<file path="src/rtl/alu_seq_ctrl_if.sv">
// Control bundle between the ALU sequencer and its environment: start/memory/IR inputs
// and the bus-out, load-strobe and op_code signals driven into the datapath.
interface alu_seq_ctrl_if;
  logic        start;
  logic        mem_ready;
  logic [31:0] ir;
  logic        pc_out, zlo_out, zhi_out, mdr_out, c_out;
  logic        mar_enable, mdr_enable, ir_enable, y_enable, z_enable;
  logic        pc_enable, lo_enable, hi_enable;
  logic        pc_increment, read, reg_out, reg_in;
  logic [3:0]  rsel;
  logic [4:0]  op_code;
  logic        done, illegal;

  modport master (
    output start, mem_ready, ir,
    input  pc_out, zlo_out, zhi_out, mdr_out, c_out,
    input  mar_enable, mdr_enable, ir_enable, y_enable, z_enable,
    input  pc_enable, lo_enable, hi_enable,
    input  pc_increment, read, reg_out, reg_in, rsel, op_code, done, illegal
  );

  modport slave (
    input  start, mem_ready, ir,
    output pc_out, zlo_out, zhi_out, mdr_out, c_out,
    output mar_enable, mdr_enable, ir_enable, y_enable, z_enable,
    output pc_enable, lo_enable, hi_enable,
    output pc_increment, read, reg_out, reg_in, rsel, op_code, done, illegal
  );
endinterface

</file>
<file path="src/rtl/alu_seq_ctrl.sv">
// Hardwired T0-T6 control sequencer for register, immediate and unary ALU instructions.
// Define ALU_SEQ_MULDIV_EN to also sequence mul/div through T6 into the LO/HI registers.
module alu_seq_ctrl #(
  parameter int STEP_CYCLES = 2
) (
  input  logic          clk,
  input  logic          clr,
  alu_seq_ctrl_if.slave bus
);
  typedef enum logic [2:0] {S_IDLE, S_T0, S_T1, S_T2, S_T3, S_T4, S_T5, S_T6} state_e;
  typedef enum logic [2:0] {C_RRR, C_IMM, C_UN, C_MD, C_ILL} cls_e;

  typedef struct packed {
    logic       pc_out;
    logic       zlo_out;
    logic       mdr_out;
    logic       c_out;
    logic       mar_enable;
    logic       mdr_enable;
    logic       ir_enable;
    logic       y_enable;
    logic       z_enable;
`ifdef ALU_SEQ_MULDIV_EN
    logic       zhi_out;
    logic       lo_enable;
    logic       hi_enable;
`endif
    logic       pc_increment;
    logic       read;
    logic       reg_out;
    logic       reg_in;
    logic [3:0] rsel;
    logic [4:0] op_code;
    logic       done;
    logic       illegal;
  } ctrl_t;

  localparam logic [3:0] LAST = 4'(STEP_CYCLES - 1);

  state_e     state_q, state_d;
  cls_e       cls_q, cls_d;
  logic [3:0] cnt_q, cnt_d;
  logic [4:0] opc_q, opc_d;
  ctrl_t      out_q, out_d;
  logic       last_q, last_d;
  logic [3:0] ra, rb, rc;

  assign ra     = bus.ir[26:23];
  assign rb     = bus.ir[22:19];
  assign rc     = bus.ir[18:15];
  assign last_q = (cnt_q == LAST);
  assign last_d = (cnt_d == LAST);

  function automatic cls_e decode(input logic [4:0] op);
    cls_e c;
    if (op >= 5'd3 && op <= 5'd11)       c = C_RRR;
    else if (op >= 5'd12 && op <= 5'd14) c = C_IMM;
    else if (op == 5'd17 || op == 5'd18) c = C_UN;
`ifdef ALU_SEQ_MULDIV_EN
    else if (op == 5'd15 || op == 5'd16) c = C_MD;
`endif
    else                                 c = C_ILL;
    return c;
  endfunction

  // T1 leaves its last dwell cycle only once the registered MDR load has actually fired.
  always_comb begin
    state_d = state_q;
    cnt_d   = cnt_q;
    cls_d   = cls_q;
    opc_d   = opc_q;
    case (state_q)
      S_IDLE: begin
        if (bus.start) begin
          state_d = S_T0;
          cnt_d   = '0;
        end
      end
      S_T1: begin
        if (!last_q) begin
          cnt_d = cnt_q + 4'd1;
        end else if (out_q.mdr_enable) begin
          state_d = S_T2;
          cnt_d   = '0;
        end
      end
      default: begin
        if (!last_q) begin
          cnt_d = cnt_q + 4'd1;
        end else begin
          cnt_d = '0;
          case (state_q)
            S_T0: state_d = S_T1;
            S_T2: begin
              state_d = S_T3;
              cls_d   = decode(bus.ir[31:27]);
              opc_d   = bus.ir[31:27];
            end
            S_T3: begin
              if (cls_q == C_ILL) state_d = S_IDLE;
              else                state_d = S_T4;
            end
            S_T4: state_d = S_T5;
`ifdef ALU_SEQ_MULDIV_EN
            S_T5: begin
              if (cls_q == C_MD)  state_d = S_T6;
              else if (bus.start) state_d = S_T0;
              else                state_d = S_IDLE;
            end
            S_T6: begin
              if (bus.start) state_d = S_T0;
              else           state_d = S_IDLE;
            end
`else
            S_T5: begin
              if (bus.start) state_d = S_T0;
              else           state_d = S_IDLE;
            end
`endif
            default: state_d = S_IDLE;
          endcase
        end
      end
    endcase
  end

  // Outputs are decoded from the next state so that they register in step with it.
  always_comb begin
    out_d = '0;
    case (state_d)
      S_T0: begin
        out_d.pc_out       = 1'b1;
        out_d.mar_enable   = last_d;
        out_d.pc_increment = last_d;
      end
      S_T1: begin
        out_d.read       = 1'b1;
        out_d.mdr_enable = last_d && bus.mem_ready;
      end
      S_T2: begin
        out_d.mdr_out   = 1'b1;
        out_d.ir_enable = last_d;
      end
      S_T3: begin
        case (cls_d)
          C_RRR, C_IMM: begin
            out_d.reg_out  = 1'b1;
            out_d.rsel     = rb;
            out_d.y_enable = last_d;
          end
`ifdef ALU_SEQ_MULDIV_EN
          C_MD: begin
            out_d.reg_out  = 1'b1;
            out_d.rsel     = ra;
            out_d.y_enable = last_d;
          end
`endif
          C_ILL:   out_d.illegal = last_d;
          default: ;
        endcase
      end
      S_T4: begin
        out_d.op_code  = opc_d;
        out_d.z_enable = last_d;
        case (cls_d)
          C_RRR: begin
            out_d.reg_out = 1'b1;
            out_d.rsel    = rc;
          end
          C_IMM: begin
            out_d.c_out = 1'b1;
            out_d.rsel  = rc;
          end
          default: begin
            out_d.reg_out = 1'b1;
            out_d.rsel    = rb;
          end
        endcase
      end
      S_T5: begin
        out_d.zlo_out = 1'b1;
`ifdef ALU_SEQ_MULDIV_EN
        if (cls_d == C_MD) begin
          out_d.lo_enable = last_d;
        end else begin
          out_d.reg_in = 1'b1;
          out_d.rsel   = ra;
          out_d.done   = last_d;
        end
`else
        out_d.reg_in = 1'b1;
        out_d.rsel   = ra;
        out_d.done   = last_d;
`endif
      end
`ifdef ALU_SEQ_MULDIV_EN
      S_T6: begin
        out_d.zhi_out   = 1'b1;
        out_d.hi_enable = last_d;
        out_d.done      = last_d;
      end
`endif
      default: ;
    endcase
  end

  always_ff @(posedge clk or negedge clr) begin
    if (!clr) begin
      state_q <= S_IDLE;
      cnt_q   <= '0;
      cls_q   <= C_ILL;
      opc_q   <= '0;
      out_q   <= '0;
    end else begin
      state_q <= state_d;
      cnt_q   <= cnt_d;
      cls_q   <= cls_d;
      opc_q   <= opc_d;
      out_q   <= out_d;
    end
  end

  assign bus.pc_out       = out_q.pc_out;
  assign bus.zlo_out      = out_q.zlo_out;
  assign bus.mdr_out      = out_q.mdr_out;
  assign bus.c_out        = out_q.c_out;
  assign bus.mar_enable   = out_q.mar_enable;
  assign bus.mdr_enable   = out_q.mdr_enable;
  assign bus.ir_enable    = out_q.ir_enable;
  assign bus.y_enable     = out_q.y_enable;
  assign bus.z_enable     = out_q.z_enable;
  assign bus.pc_enable    = 1'b0;
  assign bus.pc_increment = out_q.pc_increment;
  assign bus.read         = out_q.read;
  assign bus.reg_out      = out_q.reg_out;
  assign bus.reg_in       = out_q.reg_in;
  assign bus.rsel         = out_q.rsel;
  assign bus.op_code      = out_q.op_code;
  assign bus.done         = out_q.done;
  assign bus.illegal      = out_q.illegal;
`ifdef ALU_SEQ_MULDIV_EN
  assign bus.zhi_out      = out_q.zhi_out;
  assign bus.lo_enable    = out_q.lo_enable;
  assign bus.hi_enable    = out_q.hi_enable;
`else
  assign bus.zhi_out      = 1'b0;
  assign bus.lo_enable    = 1'b0;
  assign bus.hi_enable    = 1'b0;
`endif
endmodule

</file>
<file path="src/flat_wrapper.sv">
// flat-port wrapper written by rule: the top's interface ports become plain ports
module alu_seq_ctrl_flat 
#(
  parameter int STEP_CYCLES = 2
)
  (clk, clr, bus_start, bus_mem_ready, bus_ir, bus_pc_out, bus_zlo_out, bus_zhi_out, bus_mdr_out, bus_c_out, bus_mar_enable, bus_mdr_enable, bus_ir_enable, bus_y_enable, bus_z_enable, bus_pc_enable, bus_lo_enable, bus_hi_enable, bus_pc_increment, bus_read, bus_reg_out, bus_reg_in, bus_rsel, bus_op_code, bus_done, bus_illegal);
  alu_seq_ctrl_if bus_i ();
  input  logic clk;
  input  logic clr;
  input wire logic [$bits(bus_i.start)-1:0] bus_start;
  input wire logic [$bits(bus_i.mem_ready)-1:0] bus_mem_ready;
  input wire logic [$bits(bus_i.ir)-1:0] bus_ir;
  output wire logic [$bits(bus_i.pc_out)-1:0] bus_pc_out;
  output wire logic [$bits(bus_i.zlo_out)-1:0] bus_zlo_out;
  output wire logic [$bits(bus_i.zhi_out)-1:0] bus_zhi_out;
  output wire logic [$bits(bus_i.mdr_out)-1:0] bus_mdr_out;
  output wire logic [$bits(bus_i.c_out)-1:0] bus_c_out;
  output wire logic [$bits(bus_i.mar_enable)-1:0] bus_mar_enable;
  output wire logic [$bits(bus_i.mdr_enable)-1:0] bus_mdr_enable;
  output wire logic [$bits(bus_i.ir_enable)-1:0] bus_ir_enable;
  output wire logic [$bits(bus_i.y_enable)-1:0] bus_y_enable;
  output wire logic [$bits(bus_i.z_enable)-1:0] bus_z_enable;
  output wire logic [$bits(bus_i.pc_enable)-1:0] bus_pc_enable;
  output wire logic [$bits(bus_i.lo_enable)-1:0] bus_lo_enable;
  output wire logic [$bits(bus_i.hi_enable)-1:0] bus_hi_enable;
  output wire logic [$bits(bus_i.pc_increment)-1:0] bus_pc_increment;
  output wire logic [$bits(bus_i.read)-1:0] bus_read;
  output wire logic [$bits(bus_i.reg_out)-1:0] bus_reg_out;
  output wire logic [$bits(bus_i.reg_in)-1:0] bus_reg_in;
  output wire logic [$bits(bus_i.rsel)-1:0] bus_rsel;
  output wire logic [$bits(bus_i.op_code)-1:0] bus_op_code;
  output wire logic [$bits(bus_i.done)-1:0] bus_done;
  output wire logic [$bits(bus_i.illegal)-1:0] bus_illegal;
  assign bus_i.start = bus_start;
  assign bus_i.mem_ready = bus_mem_ready;
  assign bus_i.ir = bus_ir;
  assign bus_pc_out = bus_i.pc_out;
  assign bus_zlo_out = bus_i.zlo_out;
  assign bus_zhi_out = bus_i.zhi_out;
  assign bus_mdr_out = bus_i.mdr_out;
  assign bus_c_out = bus_i.c_out;
  assign bus_mar_enable = bus_i.mar_enable;
  assign bus_mdr_enable = bus_i.mdr_enable;
  assign bus_ir_enable = bus_i.ir_enable;
  assign bus_y_enable = bus_i.y_enable;
  assign bus_z_enable = bus_i.z_enable;
  assign bus_pc_enable = bus_i.pc_enable;
  assign bus_lo_enable = bus_i.lo_enable;
  assign bus_hi_enable = bus_i.hi_enable;
  assign bus_pc_increment = bus_i.pc_increment;
  assign bus_read = bus_i.read;
  assign bus_reg_out = bus_i.reg_out;
  assign bus_reg_in = bus_i.reg_in;
  assign bus_rsel = bus_i.rsel;
  assign bus_op_code = bus_i.op_code;
  assign bus_done = bus_i.done;
  assign bus_illegal = bus_i.illegal;
  alu_seq_ctrl #(.STEP_CYCLES(STEP_CYCLES)) u_core (.clk(clk), .clr(clr), .bus(bus_i));
endmodule
</file>
<file path="config.mk">
export PLATFORM = sky130hd
export DESIGN_NAME = alu_seq_ctrl_flat
export DESIGN_NICKNAME = d
export VERILOG_FILES = /design/src/rtl/alu_seq_ctrl_if.sv /design/src/rtl/alu_seq_ctrl.sv /design/src/flat_wrapper.sv
export SDC_FILE = /design/constraint.sdc
export NUM_CORES = 1
export LEC_CHECK = 0
export BUFFER_PORTS_ARGS = -buffer_cell sky130_fd_sc_hd__buf_4
export CAP_MARGIN = 20
export CORE_ASPECT_RATIO = 1.75
export CORE_MARGIN = 2
export CORE_UTILIZATION = 53
export CTS_CLUSTER_DIAMETER = 40
export DETAILED_ROUTE_END_ITERATION = 7
export GPL_ROUTABILITY_DRIVEN = 0
export PLACE_DENSITY_LB_ADDON = 0.2
export SYNTH_ARGS = -nofsm -noshare
export SYNTH_HDL_FRONTEND = slang
export SYNTH_SLANG_ARGS = --single-unit
</file>
<file path="constraint.sdc">
create_clock -name clk -period 5.05 [get_ports clk]
set_clock_uncertainty 0.05 [all_clocks]
set_input_delay 1.01 -clock clk [delete_from_list [all_inputs] [get_ports clk]]
set_output_delay 1.01 -clock clk [all_outputs]
set_load 0.02 [all_outputs]
</file>
==> results by group <==
Final layout
  – Total of fill cells in the finished design: 283
  – Fraction of the core area covered by cells at the end of the flow: 68.0%
  – Share of layout cells above drive strength 1: 31.7%
  – Layout Nets: 255
  – Final antenna diode count: 0
  – Synth-to-Final Area Change: 22.9%

CTS
  – Buffers inserted by post-CTS timing repair: 0
  – Clock Root Buffer: clkbuf_8
  – Max clock buf depth: 2
  – Total clock buffers created by CTS: 5
  – TritonCTS sink count: 37
  – Clock Latency Late Sink: 0.29 ns
  – Total of cells resized after clock tree synthesis: 0
  – Number of levels the H-tree was split into: 2
  – CTS tree: done
  – Clock-pin transition on the worst setup and hold timing paths: 0.07 ns
  – # hold bufs at CTS: 0

Synthesis
  – Share of the yosys chip area belonging to registers: 49.9%
  – Fraction of post-synthesis cell area in the top cell type by area: 48.5%
  – Post-synthesis cell count: 178
  – Number of unique standard cell types used by synthesis: 54
  – Number of enable-type register cells in the synthesized netlist: 0
  – Mapped Area: 1860 µm²
  – Avg Synthesized Cell Area: 10.4 µm²
  – Combinational family with the most area after synthesis: simple AND/OR/NAND/NOR gates
  – Main flop type after synthesis: dfrtp_1
  – Ranking of synthesized cells by instance count: dfrtp_1, nand2_1, o21ai_0
  – Most repeated cell in the gate-level netlist after synthesis: dfrtp_1
  – Yosys warning total: 0
  – Share of async-settable or async-resettable flops after synthesis: 100%
  – Ranking of synthesized cells by area: dfrtp_1, o21ai_0, nand4_1
  – Synthesized-area fraction occupied by ao, oa, aoi and oai cells: 15.2%
  – Number of storage elements in the synthesis netlist: 37
  – Cell type with the highest aggregate area in the netlist: dfrtp_1
  – Post-synthesis adder-cell area fraction: 1.35%
  – Mux share of post-synthesis cell area: 3.03%
  – Parity-gate share of the synthesized area counting xor and xnor cells: 1.88%
  – Simple-gate share of the synthesized area: 22.3%

Setup path
  – Kind of launch point of the worst setup path: flip-flop
  – Cell depth of the worst flop-to-flop path: 7
  – Type of the setup path with the least slack: reg -> reg
  – Crit path required time: 5.15 ns
  – R2r setup slk: 2.40 ns
  – Signal arrival time at the worst endpoint: 2.76 ns
  – Worst setup EP type: flip-flop
  – Highest fanout seen on the critical path: 15
  – End point of the critical path: u_core.bus.rsel[1]
  – Source of the critical timing path: u_core.cnt_q[0]
  – End of the worst register-to-register path: u_core.bus.rsel[1]
  – Beginning of the worst register-to-register path: u_core.cnt_q[0]

Floorplanning
  – Die outline width: 48.8 µm
  – Rows: 28
  – Core footprint: 3360 µm²
  – Die area: 4020 µm²
  – Number of top-level pins: 64
  – Chip Height: 82.4 µm
  – Initial standard-cell utilization of the core: 55.3%

Pwr
  – Cell area power density: 607 nW/µm²
  – Leakage component of the power: 1.08 nW
  – Worst vdd rail ir drop: 0.358 mV
  – Total Power: 1.39 mW

Timing
  – Final Hold Violating Endpoints: 0
  – # setup viols final: 0
  – Portion of the clock cycle consumed by the worst path in the final layout: 52.6%
  – Setup repair after global routing missed its margin: no
  – Final Max Slew Viols: 0
  – Total negative slack: 0 ns
  – Max-Slew Margin vs Limit: 64.5%
  – Tightest Pin Transition: 0.527 ns
  – Shortest clock period the worst path allows after layout: 2.65 ns
  – Peak Freq: 377 MHz
  – Post-route worst setup slack: 2.40 ns

Place
  – Dpl ws: 2.26 ns
  – Number of port buffers: 44
  – Total half-perimeter wirelength after legalization and detailed placement: 3.02 mm

Route
  – Via count of the routed design: 1484
  – DRT Pass-1 Iters: 4
  – Violation count after the first detailed-routing iteration: 28
  – Average vias per placed instance: 5.64
  – Post-route DRC: 0
  – Routed wirelength normalized by instance count: 15.5 µm
  – Residual antenna-violating net count after detailed routing: 0
  – WL final: 4.07 mm

Global route
  – Total GRT Usage: 21.6%
  – Wire length of the first global-routing pass: 6.57 mm
  – Vias in the first global route: 1445
  – Number of antenna violations at the first check in global routing: 0
  – Largest net degree at the start of global routing: 38
  – Global route total overflow: 0

Flow run
  – Reported max-cap violation count: 0

Run status
  – Outcome: finished clean

Worst hold path
  – Kind of path behind the tightest hold check: reg -> reg
-- final cells by class --
cell class	instances	area, µm²	share of cell area, %
clock buffer	6	82.6	3.61
clock inverter	2	37.5	1.64
inverter	6	22.5	0.985
multi-input combinational	123	830	36.3
sequential	37	927	40.6
tap	45	56.3	2.46
timing repair buffer	44	330	14.4
-- power by group --
| group | leakage [nW] | switching (mW) | internal, mW |
|---|---|---|---|
| clock network | 0.0574 | 0.107 | 0.161 |
| registers | 0.472 | 0.0829 | 0.401 |
| logic | 0.546 | 0.386 | 0.250 |
-- worst min path at each step --
stage | start | end | cells past startpoint
5_1_grt | u_core.opc_q[0] | u_core.opc_q[0] | 1
4_1_cts | u_core.opc_q[0] | u_core.opc_q[0] | 1
2_1_floorplan | u_core.opc_q[0] | u_core.opc_q[0] | 1
6_report | u_core.opc_q[0] | u_core.opc_q[0] | 1
3_3_place_gp | u_core.opc_q[0] | u_core.opc_q[0] | 1
3_5_place_dp | u_core.opc_q[0] | u_core.opc_q[0] | 1
-- worst max-delay path, stage by stage, from the launching register on --
cell and delay (ns):
dfrtp_1 0.46, ha_1 0.26, or3b_1 0.36, nor3_2 0.09, o2bb2ai_2 0.37, inv_1 0.33, xnor2_1 0.41, o211ai_1 0.17
-- per-layer routing --
layer	vias up	track usage [%]	routed length, µm
met5	-	0	0
met4	0	9.71	48
met3	6	4.50	179
met2	42	41.6	2360
met1	724	22.2	1480
li1	712	-	-
-- logic make-up (layout without fill, tap and decap cells) --
| kind of cell | count (synthesis) | after routing |
|---|---|---|
| other | 1 | 4 |
| DFF | 37 | 37 |
| adders and majority gates | 2 | 2 |
| muxes | 5 | 5 |
| xor gates and xnor gates | 4 | 4 |
| buffers and inverters | 21 | 58 |
| and+or+nand+nor | 69 | 69 |
| AOI/OAI and AO/OA | 39 | 39 |
-- flip-flops by register name, indices dropped and copies added, names as in the netlist, 3 cells and up --
| register | count |
|---|---|
| u_core.state_q | 3 |
| u_core.bus.rsel | 4 |
| u_core.cls_q | 3 |
| u_core.opc_q | 5 |
| u_core.bus.op_code | 5 |
| u_core.cnt_q | 4 |
-- through the flow --
| step | hold slack [ns] | instance area [µm²] | instances |
|---|---|---|---|
| floorplan | 0.416 | 1870 | 181 |
| global placement | 0.429 | 2170 | 255 |
| detailed placement | 0.435 | 2170 | 255 |
| CTS | 0.451 | 2290 | 263 |
| global route | 0.462 | 2290 | 263 |
| finish | 0.451 | 2290 | 263 |
-- placed cells by master, fill, tap and decap left out, drive strengths merged, types with 2 or more instances in the layout --
| master | count |
|---|---|
| dfrtp | 36 |
| mux2 | 5 |
| nand2 | 15 |
| nor2b | 6 |
| nand3 | 5 |
| or3b | 2 |
| inv | 6 |
| buf | 44 |
| nor3b | 3 |
| o211ai | 5 |
| ha | 2 |
| a21oi | 2 |
| xnor2 | 2 |
| conb | 4 |
| xor2 | 2 |
| nor2 | 8 |
| nor4b | 2 |
| o21ai | 15 |
| and3 | 6 |
| nand4 | 10 |
| a31oi | 4 |
| nor3 | 4 |
| clkbuf | 6 |
| o31ai | 2 |
No activity file was read; power rests on OpenSTA's default activity.
